### config.mk
export PLATFORM = sky130hd
export DESIGN_NAME = boot_ram_loader
export DESIGN_NICKNAME = d
export VERILOG_FILES = /design/src/rtl/boot_ram_loader.sv
export SDC_FILE = /design/constraint.sdc
export NUM_CORES = 1
export LEC_CHECK = 0
export CORE_MARGIN = 2
export CORE_UTILIZATION = 45
export CTS_CLUSTER_SIZE = 28
export DETAILED_ROUTE_END_ITERATION = 6
export PLACE_DENSITY = 0.77
export SYNTH_ARGS = -nofsm -noshare
export SYNTH_HDL_FRONTEND = slang
export SYNTH_SLANG_ARGS = --single-unit
export TNS_END_PERCENT = 5
### constraint.sdc
create_clock -name clk -period 5.23 [get_ports clk]
set_clock_uncertainty 0.2 [all_clocks]
set_input_delay 1.046 -clock clk [delete_from_list [all_inputs] [get_ports clk]]
set_output_delay 1.046 -clock clk [all_outputs]
set_load 0.1 [all_outputs]
### src/rtl/boot_ram_loader.sv
// Copies a 16-bit boot ROM image into 32-bit program RAM, packing halfword pairs
// {even, odd} into words and writing them through a ready/valid port.
module boot_ram_loader (
  input  logic        clk,
  input  logic        rst,
  input  logic        start,
  output logic [7:0]  rom_adr,
  input  logic [15:0] rom_dat,
  input  logic [15:0] romsiz,
  output logic [6:0]  ram_adr,
  output logic [31:0] ram_wdat,
  output logic        ram_we,
  input  logic        ram_rdy,
  output logic        busy,
  output logic        done,
  output logic        err
);

  localparam int unsigned ADR_W  = 8;
  localparam int unsigned DAT_W  = 16;
  localparam int unsigned HWC_W  = 9;
  localparam int unsigned WADR_W = 7;
  localparam int unsigned MAX_HW = 256;
  localparam int unsigned MAX_SZ = 512;

  typedef enum logic [2:0] {IDLE, RDH, RDL, WR, FIN} state_t;

  state_t              state, state_d;
  logic [ADR_W-1:0]    rom_adr_d;
  logic [WADR_W-1:0]   ram_adr_d;
  logic [31:0]         ram_wdat_d;
  logic                ram_we_d, busy_d, done_d, err_d;
  logic [HWC_W-1:0]    hwc, hwc_d, hwc_new;
  logic [ADR_W-1:0]    k, k_d, kn;
  logic [ADR_W-1:0]    k_odd;
  logic [HWC_W-1:0]    two_kn;
  logic [DAT_W-1:0]    hi, hi_d, lo;
  logic                err_new;

  // Halfword count is clamped to the 256-entry ROM; an oversize image flags err.
  assign hwc_new = (romsiz[15:1] > 15'(MAX_HW)) ? HWC_W'(MAX_HW) : romsiz[9:1];
  assign err_new = romsiz > 16'(MAX_SZ);
  assign kn      = k + 8'd1;
  assign two_kn  = {kn, 1'b0};
  assign k_odd   = {k[6:0], 1'b1};
  assign lo      = ({1'b0, k_odd} < hwc) ? rom_dat : 16'h0000;

  always_comb begin
    state_d    = state;
    rom_adr_d  = rom_adr;
    ram_adr_d  = ram_adr;
    ram_wdat_d = ram_wdat;
    ram_we_d   = ram_we;
    busy_d     = busy;
    done_d     = 1'b0;
    err_d      = err;
    hwc_d      = hwc;
    k_d        = k;
    hi_d       = hi;
    case (state)
      IDLE: begin
        busy_d   = 1'b0;
        ram_we_d = 1'b0;
        if (start) begin
          hwc_d     = hwc_new;
          k_d       = '0;
          err_d     = err_new;
          rom_adr_d = '0;
          busy_d    = 1'b1;
          if (hwc_new == '0) begin
            state_d = FIN;
            done_d  = 1'b1;
          end else begin
            state_d = RDH;
          end
        end
      end
      RDH: begin
        hi_d      = rom_dat;
        rom_adr_d = k_odd;
        state_d   = RDL;
      end
      RDL: begin
        ram_we_d   = 1'b1;
        ram_adr_d  = k[6:0];
        ram_wdat_d = {hi, lo};
        state_d    = WR;
      end
      WR: begin
        if (ram_rdy) begin
          ram_we_d = 1'b0;
          k_d      = kn;
          if (two_kn >= hwc) begin
            state_d = FIN;
            done_d  = 1'b1;
          end else begin
            rom_adr_d = two_kn[7:0];
            state_d   = RDH;
          end
        end
      end
      FIN: begin
        busy_d  = 1'b0;
        state_d = IDLE;
      end
      default: state_d = IDLE;
    endcase
  end

  // All state and outputs registered; reset is synchronous.
  always_ff @(posedge clk) begin
    if (rst) begin
      state    <= IDLE;
      rom_adr  <= '0;
      ram_adr  <= '0;
      ram_wdat <= '0;
      ram_we   <= 1'b0;
      busy     <= 1'b0;
      done     <= 1'b0;
      err      <= 1'b0;
      hwc      <= '0;
      k        <= '0;
      hi       <= '0;
    end else begin
      state    <= state_d;
      rom_adr  <= rom_adr_d;
      ram_adr  <= ram_adr_d;
      ram_wdat <= ram_wdat_d;
      ram_we   <= ram_we_d;
      busy     <= busy_d;
      done     <= done_d;
      err      <= err_d;
      hwc      <= hwc_d;
      k        <= k_d;
      hi       <= hi_d;
    end
  end

endmodule

==> results.py, run 1 <==
metrics = {
    "synthesis": {
        "yosysSeqAreaShare_pct": 46.06,
        "synth_area_leaders": "dfxtp_1 (46%), nand2_1 (8.8%), a21oi_1 (7.7%)",
        "synth_area_per_cell_um2": 8.613,
        "synth_ff_type": "dfxtp_1",
        "synth_edf_count": 0,
        "synth_top_cell_by_area": "dfxtp_1",
        "synth_warnings": 0,
        "synthArstFlopShare_pct": 0,
        "synth_seq_cells": 87,
        "syn_nets": 491,
        "syn-cell-area_um2": 3781,
        "synth_cell_type_count": 56,
        "yosysTopAreaCellShare_pct": 46.06,
        "synth_cells": 439,
    },
    "worst_setup_path": {
        "rr_worst_depth": 10,
        "path_cells": "clkdlybuf4s50_1",
        "required_ns": 3.98,
        "worstPathMaxFanout": 2,
        "critPathTopFamily": "buffers and inverters",
        "end_kind": "output pin",
        "timing.rr.start": "k[2]",
        "cpPeakStageDelay_ns": 1.15,
        "r2r_end": "rom_adr[6]",
        "cp_slowest_cell": "clkdlybuf4s50_1",
        "critPathBufInv": 1,
        "startpoint_type": "flop",
        "rrSetupSlack_ns": 2.11,
        "worstSetupPathType": "reg2out",
        "cp_data_arrival_time_ns": 1.88,
    },
    "floorplan": {
        "rows": 33,
        "dieWidth_um": 95.67,
        "die_area_um2": 9152,
        "die_h_um": 95.67,
        "core_region_area_um2": 8175,
        "io_pins": 87,
        "floorplan.initialDensity_pct": 46.25,
    },
    "cts": {
        "cts_tree": "done",
        "cts_sinks": 87,
        "clkSlewWorstSetupHoldPaths_ns": 0.09,
        "cts_setup_buffers": 0,
        "cts_buffers": 9,
        "holdBufCountCts": 0,
        "ctsResizeCount": 0,
        "h-tree-depth": 3,
        "ctsRootBufferMaster": "clkbuf_8",
        "clockBufferDepth": 2,
        "clock_latency_ns": 0.36,
    },
    "job": {
        "maxCapViolations": 0,
    },
    "power": {
        "p_per_area_nw_per_um2": 296.0,
        "vdd_drop_max_mv": 0.1646,
        "power_leakage_nw": 1.694,
    },
    "cells_and_area": {
        "nNetsFinal": 559,
        "layout_commonest_cell": "nand2_1",
        "multi_input_area_um2": 1869,
        "syn_to_final_growth_pct": 28.26,
        "antennaDiodeCount": 0,
        "register_area_um2": 1742,
        "final_cell_area_um2": 4850,
        "utilization_pct": 59.32,
        "drive_above_1_share_pct": 6.445,
        "fill_cells": 726,
        "final_cell_mix": "nand2_1 (89), dfxtp_1 (87), clkdlybuf4s50_1 (85)",
        "instances_no_fill": 617,
    },
    "timing": {
        "slew_headroom_pct": 32.74,
        "setup_slack_ns": 2.104,
        "finalSetupViolations": 0,
        "fmax_ghz": 0.3199,
        "min_period_ns": 3.126,
        "fin_crit_sh_pct": 59.76,
        "tightest_slew_ns": 1.006,
        "rsz0062_at_grt": "false",
        "maxSlewViolCount": 0,
        "finalSetupTns_ns": 0,
        "hold_viol": 0,
    },
    "run_status": {
        "status": "finished clean",
    },
    "grt": {
        "grt_pass1_wl_um": 15400,
        "grt_util_all_layers_pct": 21.68,
        "grt_pass1_vias": 3308,
        "globalRouteOverflowTotal": 0,
        "antenna_found_initial": 0,
        "grt_max_degree": 61,
    },
    "routing": {
        "antenna_left": 0,
        "wl_um": 9541,
        "drt_iter0_markers": 128,
        "vias": 3379,
        "viasPerCell": 5.476,
        "route.detailed.drc": 0,
        "drtPass1Iterations": 4,
        "wire_per_inst_um": 15.46,
    },
    "place": {
        "io_buffers": 86,
        "place_congestion": 0.8846,
        "place_inst": 601,
        "pre_cts_slack_ns": 2.029,
        "dp_hpwl_um": 6960,
        "placed_area_um2": 4647,
    },
    "worst_hold_path": {
        "min_to": "ram_wdat[28]",
        "holdCritPathClass": "reg2reg",
        "hold_depth": 2,
        "min-delay-start": "hi[12]",
    },
}
-- cell type report --
| type | instances | share of cell area [%] |
|---|---|---|
| well taps | 105 | 2.709 |
| inverters | 11 | 0.8514 |
| multi-input cells | 311 | 38.54 |
| clock buffers | 9 | 2.554 |
| repair buffers | 87 | 17.80 |
| clock inverters | 7 | 1.625 |
| flip-flops and latches | 87 | 35.91 |
-- flip-flops by register name, indices dropped and copies added, names as in the netlist --
register / flops
hi: 16
ram_wdat: 32
hwc: 9
done: 1
err: 1
busy: 1
ram_we: 1
rom_adr: 8
k: 8
state: 3
ram_adr: 7
-- cell families (layout without fill, tap and decap cells) --
kind of cell | count (synthesis) | after routing | share of synthesized area, %
and+or+nand+nor | 155 | 155 | 18.93
AOI/OAI and AO/OA | 125 | 125 | 21.64
DFF | 87 | 87 | 46.06
buffers and inverters | 41 | 114 | 4.501
adders and majority gates | 16 | 16 | 5.294
xor gates and xnor gates | 13 | 13 | 3.011
muxes | 2 | 2 | 0.5625
-- layer usage --
| metal | vias to the layer above | global-route usage [%] | routed length (um) |
|---|---|---|---|
| met5 | - | 0 | 0 |
| met4 | 0 | 7.857 | 166 |
| met3 | 17 | 3.794 | 580 |
| met2 | 98 | 38.93 | 4723 |
| met1 | 1598 | 25.76 | 4071 |
| li1 | 1666 | - | - |
-- how the worst max path moves through the flow --
stage                            start            to  slack (ns)  depth (start not counted)
after global placement           start        hwc[4]        2.12                          5
after CTS                 ram_wdat[21]  ram_wdat[21]        2.10                          1
after floorplan                   k[2]    rom_adr[6]        2.42                         13
after detailed placement         start        hwc[6]        2.03                          5
after global routing              k[2]    rom_adr[6]        1.82                         10
final                       rom_adr[6]    rom_adr[6]        2.10                          1
-- power by group --
part	switching, mW	internal (mW)	leakage [nW]
clock network	0.255	0.225	0.0925
registers	0.0224	0.686	0.704
logic	0.174	0.0729	0.897
-- cell usage after synthesis (2+ instances only) --
cell type,number
a22oi_1,10
ha_1,16
dfxtp_1,87
a22o_1,16
nor2b_1,4
nand4_1,9
and3_1,5
nor4_1,4
xor2_1,4
nor2_1,20
nand2_2,2
xnor2_1,9
nand2_1,89
o21ai_0,5
a21oi_1,58
nand3_1,5
o21a_1,2
nand2b_1,2
inv_1,11
buf_2,10
o21ai_1,14
clkbuf_1,19
o211ai_1,2
nor2_2,2
or3_1,3
-- through the flow --
stage | total power [mW] | hold WS (ns)
3_5_place_dp | 0.9708 | 0.2491
2_1_floorplan | 0.8943 | 0.2322
6_report | 1.435 | 0.2508
3_3_place_gp | 0.9645 | 0.2465
5_1_grt | 1.492 | 0.2798
4_1_cts | 1.445 | 0.2543
No activity file was read; power rests on OpenSTA's default activity.
==> run 2, diff against run 1 <==
- clock period: 5.23 -> 2.9 ns (I/O delays scaled with it)
==> run 2 against run 1 <==
Against the previous run:
- clock-buffer cell count is 1 higher
- sequential cell count stayed put
- critical path depth is 9 higher
- setup slack worse by 1.9 ns
- final area is 1.0% lower
- non-clock buffer count is 13 higher
- clock power is 64% higher
- total power is 76% higher
==> results.py, run 2 (synthesis results as in run 1) <==
metrics = {
    "cells_and_area": {
        "utilization_pct": 58.72,
        "drive_above_1_share_pct": 18.48,
        "syn_to_final_growth_pct": 26.97,
        "antennaDiodeCount": 0,
        "instances_no_fill": 630,
        "layout_commonest_cell": "nand2_1",
        "reg_top3": "ram_wdat x32, hi x16, hwc x9",
        "nNetsFinal": 572,
        "final_cell_mix": "nand2_1 (89), dfxtp_1 (87), buf_4 (65)",
        "final_cell_area_um2": 4801,
        "largest_register_ff_count": 32,
        "top_register": "ram_wdat",
    },
    "floorplan": {
        "die_h_um": 95.67,
        "die_area_um2": 9152,
        "rows": 33,
        "core_region_area_um2": 8175,
        "floorplan.initialDensity_pct": 46.25,
        "dieWidth_um": 95.67,
        "io_pins": 87,
    },
    "timing": {
        "fin_crit_sh_pct": 93.75,
        "fmax_ghz": 0.3678,
        "slew_headroom_pct": 36.72,
        "hold_viol": 0,
        "tightest_slew_ns": 0.9456,
        "min_period_ns": 2.719,
        "finalSetupTns_ns": 0,
        "finalSetupViolations": 0,
        "rsz0062_at_grt": "false",
        "maxSlewViolCount": 0,
    },
    "grt": {
        "grt_pass1_wl_um": 15280,
        "grt_max_degree": 42,
        "antenna_found_initial": 0,
        "grt_util_all_layers_pct": 21.48,
        "globalRouteOverflowTotal": 0,
        "grt_pass1_vias": 3230,
    },
    "cts": {
        "clockBufferDepth": 2,
        "cts_buffers": 9,
        "cts_tree": "done",
        "clock_latency_ns": 0.36,
        "cts_sinks": 87,
        "ctsRootBufferMaster": "clkbuf_8",
        "clkSlewWorstSetupHoldPaths_ns": 0.09,
        "holdBufCountCts": 0,
        "h-tree-depth": 3,
    },
    "worst_setup_path": {
        "cp_data_arrival_time_ns": 2.74,
        "required_ns": 2.92,
        "r2r_end": "rom_adr[6]",
        "cp.depth": 10,
        "critPathLaunch": "k[4]",
        "startpoint_type": "flop",
        "timing.rr.start": "k[4]",
        "worstSetupPathType": "reg2reg",
        "critPathBufInv": 0,
        "rr_worst_depth": 10,
        "cp_slowest_cell": "dfxtp_1",
        "cpPeakStageDelay_ns": 0.33,
        "path_cells": "and3_1 > and3_1 > nand3_1 > xnor2_1 > ha_1 > a21o_1 > o21a_1 > or2_4 > o211ai_1 > o41ai_1",
        "cp-endpoint": "rom_adr[6]",
        "crit_path_frequent_cell": "and3_1",
        "worstPathMaxFanout": 8,
        "end_kind": "flop",
        "rrSetupSlack_ns": 0.18,
        "critPathTopFamily": "simple AND/OR/NAND/NOR gates",
    },
    "power": {
        "power_leakage_nw": 1.860,
        "p_total_mw": 2.525,
        "p_per_area_nw_per_um2": 525.9,
        "vdd_drop_max_mv": 0.3446,
    },
    "routing": {
        "routed.top_layer": "met4",
        "vias": 3411,
        "wire_per_inst_um": 15.09,
        "viasPerCell": 5.414,
        "drtPass1Iterations": 4,
        "met1_length_um": 4153,
        "drt_iter0_markers": 164,
        "wl_met3_um": 576,
        "wl_um": 9508,
        "wl_met2_um": 4666,
        "antenna_left": 0,
        "route.detailed.drc": 0,
    },
    "place": {
        "place_congestion": 0.8904,
        "io_buffers": 86,
        "placed_area_um2": 4609,
        "dp_hpwl_um": 7023,
        "place_inst": 613,
    },
    "job": {
        "maxCapViolations": 0,
    },
    "worst_hold_path": {
        "holdCritPathClass": "reg2reg",
    },
    "run_status": {
        "status": "finished clean",
    },
}
==> run 2: cell count changes in the layout (fill, tap and decap cells not counted), moves of 2 or more <==
cell / before / now
buf_4: 1 / 65
clkdlybuf4s50_1: 85 / 34
clkinv_4: 1 / 3
clkinvlp_4: 3 / 1
==> run 2: worst min-delay path by stage <==
stage | startpoint | to | slack [ns] | cells after the start
global placement | hi[3] | ram_wdat[19] | 0.24 | 2
floorplan | hi[0] | ram_wdat[16] | 0.23 | 2
global route | ram_adr[5] | ram_adr[5] | 0.28 | 2
CTS | ram_wdat[17] | ram_wdat[17] | 0.26 | 2
detailed placement | hi[13] | ram_wdat[29] | 0.25 | 2
finish | hi[13] | ram_wdat[29] | 0.26 | 2
==> run 2: report_power, final <==
group | total (mW) | switching, mW | internal, mW
sequential | 1.27 | 0.0377 | 1.24
clock | 0.786 | 0.461 | 0.325
combinational | 0.465 | 0.320 | 0.144
total | 2.52 | 0.819 | 1.71
==> run 2: worst min-delay path: stages (launching register included) <==
cell and delay [ns]:
dfxtp_1 0.32, nand2_1 0.05, a21oi_1 0.05
==> run 2: per-stage QoR <==
step | hold slack [ns] | setup WS (ns)
6_report | 0.2577 | 0.1812
5_1_grt | 0.2786 | 0.04636
4_1_cts | 0.2627 | 0.1265
3_5_place_dp | 0.2496 | 0.1568
3_3_place_gp | 0.2444 | 0.2120
2_1_floorplan | 0.2322 | 0.09220
==> run 2: layout make-up <==
class,count,area [um2]
Clock buffer,10,127.6
Clock inverter,6,53.80
Fill cell,756,3374
Inverter,11,41.29
Multi-Input combinational cell,311,1872
Sequential cell,87,1742
Tap cell,105,131.4
Timing Repair Buffer,100,833.3
==> run 2: what timing repair did <==
action	CTS	global route
setup buffers	0	1
setup endpoints to repair	0	4
resized for setup	0	1
==> run 2: metal layers <==
metal / up-vias / track usage [%]
met2: 101 / 37.41
li1: 1691 / -
met4: 0 / 6.548
met1: 1604 / 26.14
met3: 15 / 5.138
met5: - / 0
==> run 3, diff against run 2 <==
- GPL_ROUTABILITY_DRIVEN: not set -> 0
- GPL_TIMING_DRIVEN: not set -> 0
==> run 3 against run 2 <==
Against the previous run:
- wire length increased by 7.6%
- first-iteration DRC count increased by 26%
- core utilization increased by 4.4 points
- clock power increased by 13%
- total power increased by 5.3%
- setup slack got worse by 0.16 ns
- sequential power about the same
- via count increased by 5.3%
- critical path depth increased by 2
- die area unchanged
- clock-buffer cell count unchanged
- final area increased by 7.6%
- critical endpoint unchanged
- largest power group unchanged
==> results.py, run 3 (synthesis results as in run 1) <==
metrics = {
    "grt": {
        "use_met1_pct": 26.87,
        "grt_pass1_wl_um": 16120,
        "antenna_found_initial": 0,
        "grt_most_used_layer": "met2",
        "grt_util_met2_pct": 39.80,
        "met3_usage_pct": 5.692,
        "grt_pass1_vias": 3436,
        "grt_max_degree": 17,
        "grt_util_all_layers_pct": 22.65,
        "globalRouteOverflowTotal": 0,
    },
    "cells_and_area": {
        "fill_cells": 700,
        "antennaDiodeCount": 0,
        "reg_top3": "ram_wdat x32, hi x16, hwc x9",
        "final_cell_mix": "nand2_1 (89), clkdlybuf4s50_1 (85), dfxtp_1 (83)",
        "largest_register_ff_count": 32,
        "drive_above_1_share_pct": 12.70,
        "instances_no_fill": 656,
        "top_register": "ram_wdat",
        "layout_commonest_cell": "nand2_1",
        "syn_to_final_growth_pct": 36.57,
        "nNetsFinal": 598,
    },
    "timing": {
        "tightest_slew_ns": 0.9793,
        "fin_crit_sh_pct": 99.28,
        "slew_headroom_pct": 34.51,
        "setup_slack_ns": 0.02082,
        "hold_viol": 0,
        "whs_ns": 0.2517,
        "finalSetupTns_ns": 0,
        "finalSetupViolations": 0,
        "fmax_ghz": 0.3473,
        "maxSlewViolCount": 0,
        "rsz0062_at_grt": "true",
        "min_period_ns": 2.879,
    },
    "routing": {
        "route.detailed.drc": 0,
        "wl_um": 10230,
        "viasPerCell": 5.476,
        "wire_per_inst_um": 15.60,
        "drtPass1Iterations": 5,
        "antenna_left": 0,
        "drt_iter0_markers": 207,
        "vias": 3592,
    },
    "worst_setup_path": {
        "cp_data_arrival_time_ns": 2.93,
        "critPathBufInv": 2,
        "end_kind": "flop",
        "worstSetupPathType": "reg2reg",
        "cp_slowest_cell": "dfxtp_2",
        "startpoint_type": "flop",
        "cpPeakStageDelay_ns": 0.34,
        "required_ns": 2.95,
        "critPathTopFamily": "simple AND/OR/NAND/NOR gates",
        "path_cells": "buf_6 > and3_4 > and3_4 > buf_6 > nand3_4 > xnor2_2 > ha_1 > a21o_1 > o21a_2 > or2_4 > o211ai_1 > o41ai_2",
        "worstPathMaxFanout": 8,
    },
    "power": {
        "vdd_drop_max_mv": 0.3420,
        "p_seq_share_pct": 47.5,
        "combPwrFrac_pct": 19.1,
        "p_total_mw": 2.657,
        "switching_share_pct": 31.15,
        "power.share.clock_pct": 33.4,
        "p_switching_uw": 827.9,
        "power_leakage_nw": 1.864,
        "p_per_area_nw_per_um2": 514.6,
        "p_int_mw": 1.830,
    },
    "floorplan": {
        "core_region_area_um2": 8175,
        "floorplan.initialDensity_pct": 46.25,
        "io_pins": 87,
        "die_area_um2": 9152,
        "dieWidth_um": 95.67,
        "die_h_um": 95.67,
        "rows": 33,
    },
    "cts": {
        "h-tree-depth": 3,
        "clkSlewWorstSetupHoldPaths_ns": 0.09,
        "cts_buffers": 9,
        "cts_sinks": 87,
        "clockBufferDepth": 2,
        "holdBufCountCts": 0,
        "cts_tree": "done",
        "ctsRootBufferMaster": "clkbuf_8",
        "clock_latency_ns": 0.36,
    },
    "place": {
        "pre_cts_slack_ns": -0.2132,
        "io_buffers": 85,
        "place_inst": 629,
        "dp_hpwl_um": 7385,
    },
    "worst_hold_path": {
        "holdCritPathClass": "reg2reg",
    },
    "job": {
        "maxCapViolations": 0,
    },
    "run_status": {
        "status": "finished clean",
    },
}
-- run 3: cell count changes in the layout (fill, tap and decap cells not counted), moves of 3 or more --
cell             change
dfxtp_2              +3
dfxtp_1              -4
clkbuf_1            +15
buf_6                +3
buf_4               -51
buf_2                +6
clkdlybuf4s50_1     +51
-- run 3: per-stage QoR --
step,util [%],instance area (um2)
global route,63.16,5164
CTS,61.39,5019
finish,63.16,5164
detailed placement,58.26,4763
global placement,58.26,4763
floorplan,-,3781
-- run 3: metal layers --
layer	vias up	wire (um)	part of all wire (%)
li1	1744	-	-
met1	1684	4187	41
met2	135	5095	50
met3	29	690	6.7
met4	0	259	2.5
met5	-	0	0
-- run 3: tightest hold or removal path, cell delays in order, from the launching register on --
cell and delay (ns):
dfxtp_1 0.32, nand2_1 0.05, a21oi_1 0.05
-- run 3: repair_timing --
item	4_1_cts	5_1_grt
buffers inserted	1	12
setup endpoints to repair	11	11
pin swaps	1	8
gates resized for setup	12	15
-- run 3: final timing paths --
path / slack, ns / to / cells past startpoint / start
setup / recovery: 0.02 / rom_adr[6] / 12 / k[2]
setup reg to reg: 0.02 / rom_adr[6] / 12 / k[2]
hold / removal: 0.25 / ram_wdat[18] / 2 / hi[2]
hold reg to reg: 0.25 / ram_wdat[18] / 2 / hi[2]
-- run 3: power by group through the flow --
stage / combinational (mW) / clock, mW / sequential [mW]
3_5_place_dp: 0.483 / 0 / 1.29
2_1_floorplan: 0.202 / 0 / 1.41
5_1_grt: 0.542 / 0.944 / 1.27
3_3_place_gp: 0.476 / 0 / 1.29
4_1_cts: 0.492 / 0.903 / 1.26
6_report: 0.507 / 0.888 / 1.26
-- run 3: area by class of cell --
type                    count  area [um2]  share of cell area [%]
multi-input cells         311        1939                   37.56
flip-flops and latches     87        1749                   33.87
repair buffers             98       948.4                   18.37
plain buffers              28       141.4                   2.738
clock buffers              10       137.6                   2.665
well taps                 105       131.4                   2.544
clock inverters             6       75.07                   1.454
inverters                  11       41.29                  0.7996
